## src/rtl/bus_arbiter_pkg.sv

```systemverilog
`default_nettype none
// ============================================================================
//  Module      : bus_arbiter_pkg
//  Description : Shared bus definitions for the copperv bus arbiter: the
//                default bus width, the arbiter state encoding and the
//                encoding of the transaction owner.
//  Revision    : 1.0 - initial release
// ============================================================================
package bus_arbiter_pkg;

    // Default width of every address and data field
    localparam int BUS_WIDTH_DEFAULT = 32;

    // Arbiter state encoding
    localparam logic [1:0] ST_IDLE  = 2'd0;
    localparam logic [1:0] ST_RADDR = 2'd1;
    localparam logic [1:0] ST_RDATA = 2'd2;
    localparam logic [1:0] ST_WRITE = 2'd3;

    // Owner of the single outstanding transaction
    localparam logic [1:0] OWN_I  = 2'd0;
    localparam logic [1:0] OWN_DR = 2'd1;
    localparam logic [1:0] OWN_DW = 2'd2;

endpackage
`default_nettype wire

```

## src/rtl/bus_arbiter_rr.sv

```systemverilog
`default_nettype none
// ============================================================================
//  Module      : rr_arb2
//  Description : Two-way round-robin selector between the instruction side
//                and the data side. A lone requester always wins; on a tie
//                the side not granted last wins. The pointer resets to D so
//                that I wins the first tie.
//  Revision    : 1.0 - initial release
// ============================================================================
module rr_arb2 (
    input  logic       clk,
    input  logic       rst,
    input  logic       en,
    input  logic       req_i,
    input  logic       req_d,
    output logic [1:0] grant      // [0] = I side, [1] = D side
);

    logic r_last_d;
    logic w_pick_i;

    // Pick a winner: I wins when alone or when D was granted last
    always_comb begin
        w_pick_i = req_i && (!req_d || r_last_d);
        grant[0] = en && w_pick_i;
        grant[1] = en && req_d && !w_pick_i;
    end

    // Remember which side took the most recent grant
    always_ff @(posedge clk or posedge rst) begin
        if (rst) begin
            r_last_d <= 1'b1;
        end else if (grant[0] || grant[1]) begin
            r_last_d <= grant[1];
        end
    end

endmodule
`default_nettype wire

```

## src/rtl/bus_arbiter.sv

```systemverilog
`default_nettype none
// ============================================================================
//  Module      : bus_arbiter
//  Description : Arbitrates the copperv instruction read port and the data
//                read/write ports onto a single memory bus with exactly one
//                transaction outstanding at a time.
//  Revision    : 1.0 - initial release
// ============================================================================
module bus_arbiter
    import bus_arbiter_pkg::*;
#(
    parameter int bus_width = BUS_WIDTH_DEFAULT
) (
    input  logic                 clk,
    input  logic                 rst,
    // instruction read-address / read-data
    input  logic                 i_raddr_valid,
    input  logic [bus_width-1:0] i_raddr,
    output logic                 i_raddr_ready,
    output logic                 i_rdata_valid,
    output logic [bus_width-1:0] i_rdata,
    input  logic                 i_rdata_ready,
    // data read-address / read-data
    input  logic                 d_raddr_valid,
    input  logic [bus_width-1:0] d_raddr,
    output logic                 d_raddr_ready,
    output logic                 d_rdata_valid,
    output logic [bus_width-1:0] d_rdata,
    input  logic                 d_rdata_ready,
    // data write-address / write-data
    input  logic                 d_waddr_valid,
    input  logic [bus_width-1:0] d_waddr,
    output logic                 d_waddr_ready,
    input  logic                 d_wdata_valid,
    input  logic [bus_width-1:0] d_wdata,
    output logic                 d_wdata_ready,
    // memory read channels
    output logic                 m_raddr_valid,
    output logic [bus_width-1:0] m_raddr,
    input  logic                 m_raddr_ready,
    input  logic                 m_rdata_valid,
    input  logic [bus_width-1:0] m_rdata,
    output logic                 m_rdata_ready,
    // memory write channels
    output logic                 m_waddr_valid,
    output logic [bus_width-1:0] m_waddr,
    input  logic                 m_waddr_ready,
    output logic                 m_wdata_valid,
    output logic [bus_width-1:0] m_wdata,
    input  logic                 m_wdata_ready
);

    logic [1:0]           r_state;
    logic [1:0]           w_state_next;
    logic [1:0]           r_owner;
    logic [bus_width-1:0] r_addr;
    logic [bus_width-1:0] r_wdata;
    logic                 r_aw_done;
    logic                 r_w_done;

    logic                 w_req_dw;
    logic                 w_arb_en;
    logic [1:0]           w_grant;
    logic                 w_load;
    logic [1:0]           w_load_owner;
    logic [bus_width-1:0] w_load_addr;
    logic [bus_width-1:0] w_load_wdata;
    logic                 w_aw_done_next;
    logic                 w_w_done_next;
    logic                 w_aw_hs;
    logic                 w_w_hs;

    // A write needs both of its channels presented to count as a request
    assign w_req_dw = d_waddr_valid && d_wdata_valid;
    // Grants only happen in IDLE, and never while reset is held
    assign w_arb_en = (r_state == ST_IDLE) && !rst;

    rr_arb2 u_rr_arb2 (
        .clk   (clk),
        .rst   (rst),
        .en    (w_arb_en),
        .req_i (i_raddr_valid),
        .req_d (w_req_dw || d_raddr_valid),
        .grant (w_grant)
    );

    // Next-state and output decode for the single outstanding transaction
    always_comb begin
        w_state_next   = r_state;
        w_load         = 1'b0;
        w_load_owner   = OWN_I;
        w_load_addr    = '0;
        w_load_wdata   = '0;
        w_aw_done_next = r_aw_done;
        w_w_done_next  = r_w_done;
        w_aw_hs        = 1'b0;
        w_w_hs         = 1'b0;
        i_raddr_ready  = 1'b0;
        d_raddr_ready  = 1'b0;
        d_waddr_ready  = 1'b0;
        d_wdata_ready  = 1'b0;
        i_rdata_valid  = 1'b0;
        i_rdata        = '0;
        d_rdata_valid  = 1'b0;
        d_rdata        = '0;
        m_raddr_valid  = 1'b0;
        m_raddr        = r_addr;
        m_rdata_ready  = 1'b0;
        m_waddr_valid  = 1'b0;
        m_waddr        = r_addr;
        m_wdata_valid  = 1'b0;
        m_wdata        = r_wdata;

        case (r_state)
            ST_IDLE: begin
                if (w_grant[0]) begin
                    i_raddr_ready = 1'b1;
                    w_load        = 1'b1;
                    w_load_owner  = OWN_I;
                    w_load_addr   = i_raddr;
                    w_state_next  = ST_RADDR;
                end else if (w_grant[1]) begin
                    w_load = 1'b1;
                    if (w_req_dw) begin
                        // A pending write beats a pending read on the D side
                        d_waddr_ready = 1'b1;
                        d_wdata_ready = 1'b1;
                        w_load_owner  = OWN_DW;
                        w_load_addr   = d_waddr;
                        w_load_wdata  = d_wdata;
                        w_state_next  = ST_WRITE;
                    end else begin
                        d_raddr_ready = 1'b1;
                        w_load_owner  = OWN_DR;
                        w_load_addr   = d_raddr;
                        w_state_next  = ST_RADDR;
                    end
                end
            end
            ST_RADDR: begin
                m_raddr_valid = 1'b1;
                if (m_raddr_ready) begin
                    w_state_next = ST_RDATA;
                end
            end
            ST_RDATA: begin
                if (r_owner == OWN_I) begin
                    i_rdata_valid = m_rdata_valid;
                    i_rdata       = m_rdata;
                    m_rdata_ready = i_rdata_ready;
                end else begin
                    d_rdata_valid = m_rdata_valid;
                    d_rdata       = m_rdata;
                    m_rdata_ready = d_rdata_ready;
                end
                if (m_rdata_valid && m_rdata_ready) begin
                    w_state_next = ST_IDLE;
                end
            end
            ST_WRITE: begin
                // Address and data may complete in either order or together
                m_waddr_valid  = !r_aw_done;
                m_wdata_valid  = !r_w_done;
                w_aw_hs        = !r_aw_done && m_waddr_ready;
                w_w_hs         = !r_w_done && m_wdata_ready;
                w_aw_done_next = r_aw_done || w_aw_hs;
                w_w_done_next  = r_w_done || w_w_hs;
                if (w_aw_done_next && w_w_done_next) begin
                    w_aw_done_next = 1'b0;
                    w_w_done_next  = 1'b0;
                    w_state_next   = ST_IDLE;
                end
            end
            default: begin
                w_state_next = ST_IDLE;
            end
        endcase
    end

    // State register, transaction latches and write completion flags
    always_ff @(posedge clk or posedge rst) begin
        if (rst) begin
            r_state   <= ST_IDLE;
            r_owner   <= OWN_I;
            r_addr    <= '0;
            r_wdata   <= '0;
            r_aw_done <= 1'b0;
            r_w_done  <= 1'b0;
        end else begin
            r_state   <= w_state_next;
            r_aw_done <= w_aw_done_next;
            r_w_done  <= w_w_done_next;
            if (w_load) begin
                r_owner <= w_load_owner;
                r_addr  <= w_load_addr;
                if (w_load_owner == OWN_DW) begin
                    r_wdata <= w_load_wdata;
                end
            end
        end
    end

endmodule
`default_nettype wire
```

## config.mk

```make
export PLATFORM = sky130hd
export DESIGN_NAME = bus_arbiter
export DESIGN_NICKNAME = d
export VERILOG_FILES = /design/src/rtl/bus_arbiter_pkg.sv /design/src/rtl/bus_arbiter_rr.sv /design/src/rtl/bus_arbiter.sv
export SDC_FILE = /design/constraint.sdc
export NUM_CORES = 1
export LEC_CHECK = 0
export ABC_AREA = 1
export ABC_CLOCK_PERIOD_IN_PS = 2300
export CAP_MARGIN = 5
export CORE_AREA = 2 2 133 135
export DETAILED_ROUTE_END_ITERATION = 7
export DIE_AREA = 0 0 135 137
export GPL_ROUTABILITY_DRIVEN = 1
export PLACE_DENSITY = 0.69
export SLEW_MARGIN = 10
export SYNTH_ARGS = -nofsm -noshare
export SYNTH_HDL_FRONTEND = slang
export SYNTH_SLANG_ARGS = --single-unit
```

## constraint.sdc

```tcl
create_clock -name clk -period 2.3 [get_ports clk]
set_input_delay 0.46 -clock clk [delete_from_list [all_inputs] [get_ports clk]]
set_output_delay 0.46 -clock clk [all_outputs]
set_load 0.01 [all_outputs]
```

==> results list <==
- Cells fill 47.37% of the core in the end.
- In the final routed layout, each cell accounts on average for 14.63 microns.
- The most used flip-flop cell after synthesis is sky130_fd_sc_hd__dfrtp_1.
- First-pass GRT wire length: 25,790 microns
- Worst setup path class: in -> out
- TritonCTS built the clock tree.
- The clock passes through at most 2 buffers.
- Placer's final routability congestion estimate: 0.8059
* Launch instance of the worst min-delay path: m_wdata[4]$_DFFE_PP0P_
- Hold bufs inserted after CTS: 0
- Number of maximum-capacitance constraint violations: 0
- Post-DP HPWL: 13,020 microns
* Worst slew pin tran: 0.4157 ns
- Synth area leader: sky130_fd_sc_hd__dfrtp_1
* Number of routed nets with antenna violations: 0
- The count of buffers added on input and output ports is 341.
- 0 antenna diodes ended up in the layout.
* Fillcell total: 1,736
- Worst-path maximum fanout: 4
- Iteration count of the initial detailed-routing pass: 5
* Worst hold margin: 0.4689 ns
- The floorplan step set the die height to 137 microns.
- The run finished with clean final reports.
* Via density per instance: 4.328
* Internal reg-to-reg setup slack: 0.63 ns
* Flop and latch count out of synthesis: 71
- The worst register-to-register path ends at m_raddr[27]$_DFFE_PP0P_.
- Post-synth EDFFs: 0
- Across the VDD grid, the largest voltage drop is 440.1 uV.
* Async S/R FF share, synth: 100.0%
* Area Overhead vs Synth: 86.59%
* Initial antenna violation count: 0
- Worst Setup End Kind: output port
* Power Dens Cells: 1007 mW/mm^2
- The startpoint identified for the worst register-to-register timing path is r_state[0]$_DFFE_PP0P_.
- Static Leak: 4.056 nW
- Unrepaired setup endpoints after global routing: true
* Number of unique standard cell types used by synthesis: 23
- Number of global-route vias before repair: 4,828
- Combined area of all synthesized cells: 0.004330 sq mm
- WP data required: 1.84 ns
- Number of clock sinks: 71
- Share of the clock period used by the worst path: 96.11%
- Final layout net count: 1,105
- The floorplan step defined a die boundary enclosing 0.01850 sq mm.
- Count of cells along the worst hold path: 2
- The routed design has 17,010 microns of wire.
- Core region area: 0.01706 sq mm
- For this block, the via count after detailed routing is 5,034.
* Fin. max-slew vios: 0
- Counting every net in the synthesized netlist gives 799.
- On the final layout, the worst clock skew is 0.009628 ns.
- Global routing used 17.86% of the available tracks across all layers.
- A synthesized cell averages 6.907 sq um.
- After floorplanning, the core was divided into 48 placement rows.
- Endpoint with the worst hold slack: m_wdata[4]$_DFFE_PP0P_
- Clock-pin slew was measured on the worst setup and hold paths at 0.06 ns.
- Sequential cells were found to cover 41.06% of the synthesized design area.
* Max-slew headroom at the worst pin: 72.28%
* Final number of setup-violating endpoints: 0
- Maximum clock frequency: 452.4 MHz
* Number of cells produced by synthesis: 627
- Number of H-tree levels: 3
* Die boundary width: 135 microns
- For this design the top-level I/O count stands at 342.
* Critical path data arrival time: 1.75 ns
- The post-route netlist has 7.569% of its cells at a drive strength greater than 1.
- Leading cell types by total area after synthesis: sky130_fd_sc_hd__dfrtp_1, sky130_fd_sc_hd__nand2_1, sky130_fd_sc_hd__nand3_1
* Time the final worst path needs with I/O delays and setup: 2.211 ns
- Overall overflow remaining after global route: 0
- For this run, design rule violations remaining after detail routing come to 0.
- Worst setup path start: d_waddr_valid
* PnR Total Power: 0.008140 W
- After the first detailed-routing iteration, the DRC count stood at 141.
- Latest clock arrival within the worst-skew pair: 0.33 ns
- The tightest min-delay check is of the reg -> reg type.
- Worst-case reg-to-reg path depth: 12
* Total number of yosys warnings: 0
- CTS buffer count: 9
- The final number of hold-violating endpoints was 0.
- In the synthesized netlist, the cells that appear most often are sky130_fd_sc_hd__nand2_1, sky130_fd_sc_hd__dfrtp_1, sky130_fd_sc_hd__nand3_1.
* Largest net degree at the start of global routing: 72
* Most repeated cell in the gate-level netlist after synthesis: sky130_fd_sc_hd__nand2_1
- Nature of the critical path startpoint: input pin
- Effective utilization at floorplan: 25.39%
* Share of the synthesized area in the top cell type: 40.45%
- Clock tree root driver cell: sky130_fd_sc_hd__clkbuf_16
worst max path at each step:
stage | slack (ns) | end | depth (start not counted)
after detailed placement | -0.23 | d_waddr_ready | 8
after floorplan | 0.05 | m_raddr[0]$_DFFE_PP0P_ | 1
after global placement | -0.23 | d_waddr_ready | 8
final | 0.09 | d_waddr_ready | 8
after global routing | -0.02 | d_wdata_ready | 8
after CTS | 0.04 | d_waddr_ready | 8
cell usage in the layout, fill, tap and decap left out, drive strengths merged:
master,count
nand2,274
clkdlybuf4s50,270
dfrtp,70
nand3,70
nor3,66
dlygate4sd2,64
inv,53
buf,24
nor2,12
clkbuf,10
clkinv,6
o21ai,5
clkdlybuf4s15,5
dlygate4sd1,2
o211ai,1
a21oi,1
a21boi,1
o22ai,1
clkinvlp,1
bufbuf,1
dfstp,1
where the power goes:
part | leakage (nW) | switching (W) | internal (W) | total [W]
clock network | 0.139 | 0.000550 | 0.000763 | 0.00131
logic | 3.01 | 0.00221 | 0.00241 | 0.00463
registers | 0.903 | 0.000397 | 0.00180 | 0.00220
flip-flops by register name, summed over array words and instances (netlist names):
register            count
m_raddr                32
m_wdata                32
r_owner                 2
r_state                 2
r_aw_done               1
r_w_done                1
u_rr_arb2.r_last_d      1
stage by stage:
step,area [sq um],setup WS [ns],instances,setup TNS [ns]
after CTS,8074,0.04152,1163,0
after floorplan,4330,0.04509,627,0
after global routing,8080,-0.02205,1163,-0.04291
final,8080,0.08945,1163,0
after detailed placement,7823,-0.2344,1145,-0.8337
after global placement,7823,-0.2251,1145,-0.8291
what timing repair did:
item / 4_1_cts / 5_1_grt
setup endpoints to repair: 71 / 9
setup buffers: 1 / 0
gates cloned: 1 / 0
pin swaps: 1 / 0
gates resized for setup: 76 / 9
cell type report:
| cell class | count | area (sq um) | area share (%) |
|---|---|---|---|
| clock buffer | 10 | 239.0 | 2.958 |
| sequential | 71 | 1778 | 22.00 |
| multi-input combinational | 431 | 1881 | 23.27 |
| tap | 225 | 281.5 | 3.484 |
| timing repair buffer | 366 | 3647 | 45.14 |
| inverter | 54 | 210.2 | 2.601 |
| clock inverter | 6 | 43.79 | 0.5420 |
layer usage:
layer	GRT usage [%]	share of wire [%]	up-vias
li1	-	-	2527
met4	4.977	1.4	0
met3	5.630	9.3	14
met5	0	0	-
met2	32.68	52	214
met1	19.95	38	2279
cells by family (layout without fill, tap and decap cells):
| logic type | Yosys count | in the layout | share of synthesized area (%) |
|---|---|---|---|
| buffers and inverters | 125 | 436 | 15.86 |
| AND/OR/NAND/NOR | 422 | 422 | 41.90 |
| flip-flops | 71 | 71 | 41.06 |
| AO/OA/AOI/OAI | 9 | 9 | 1.185 |
worst max-delay path, stage by stage:
cell	delay, ns
sky130_fd_sc_hd__clkdlybuf4s50_1	0.47
sky130_fd_sc_hd__nand2_2	0.08
sky130_fd_sc_hd__nand2_1	0.09
sky130_fd_sc_hd__nand2_1	0.08
sky130_fd_sc_hd__nand2_2	0.08
sky130_fd_sc_hd__nand2_4	0.07
sky130_fd_sc_hd__nor2_4	0.14
sky130_fd_sc_hd__dlygate4sd2_1	0.29
(Power assumes the default switching activity.)
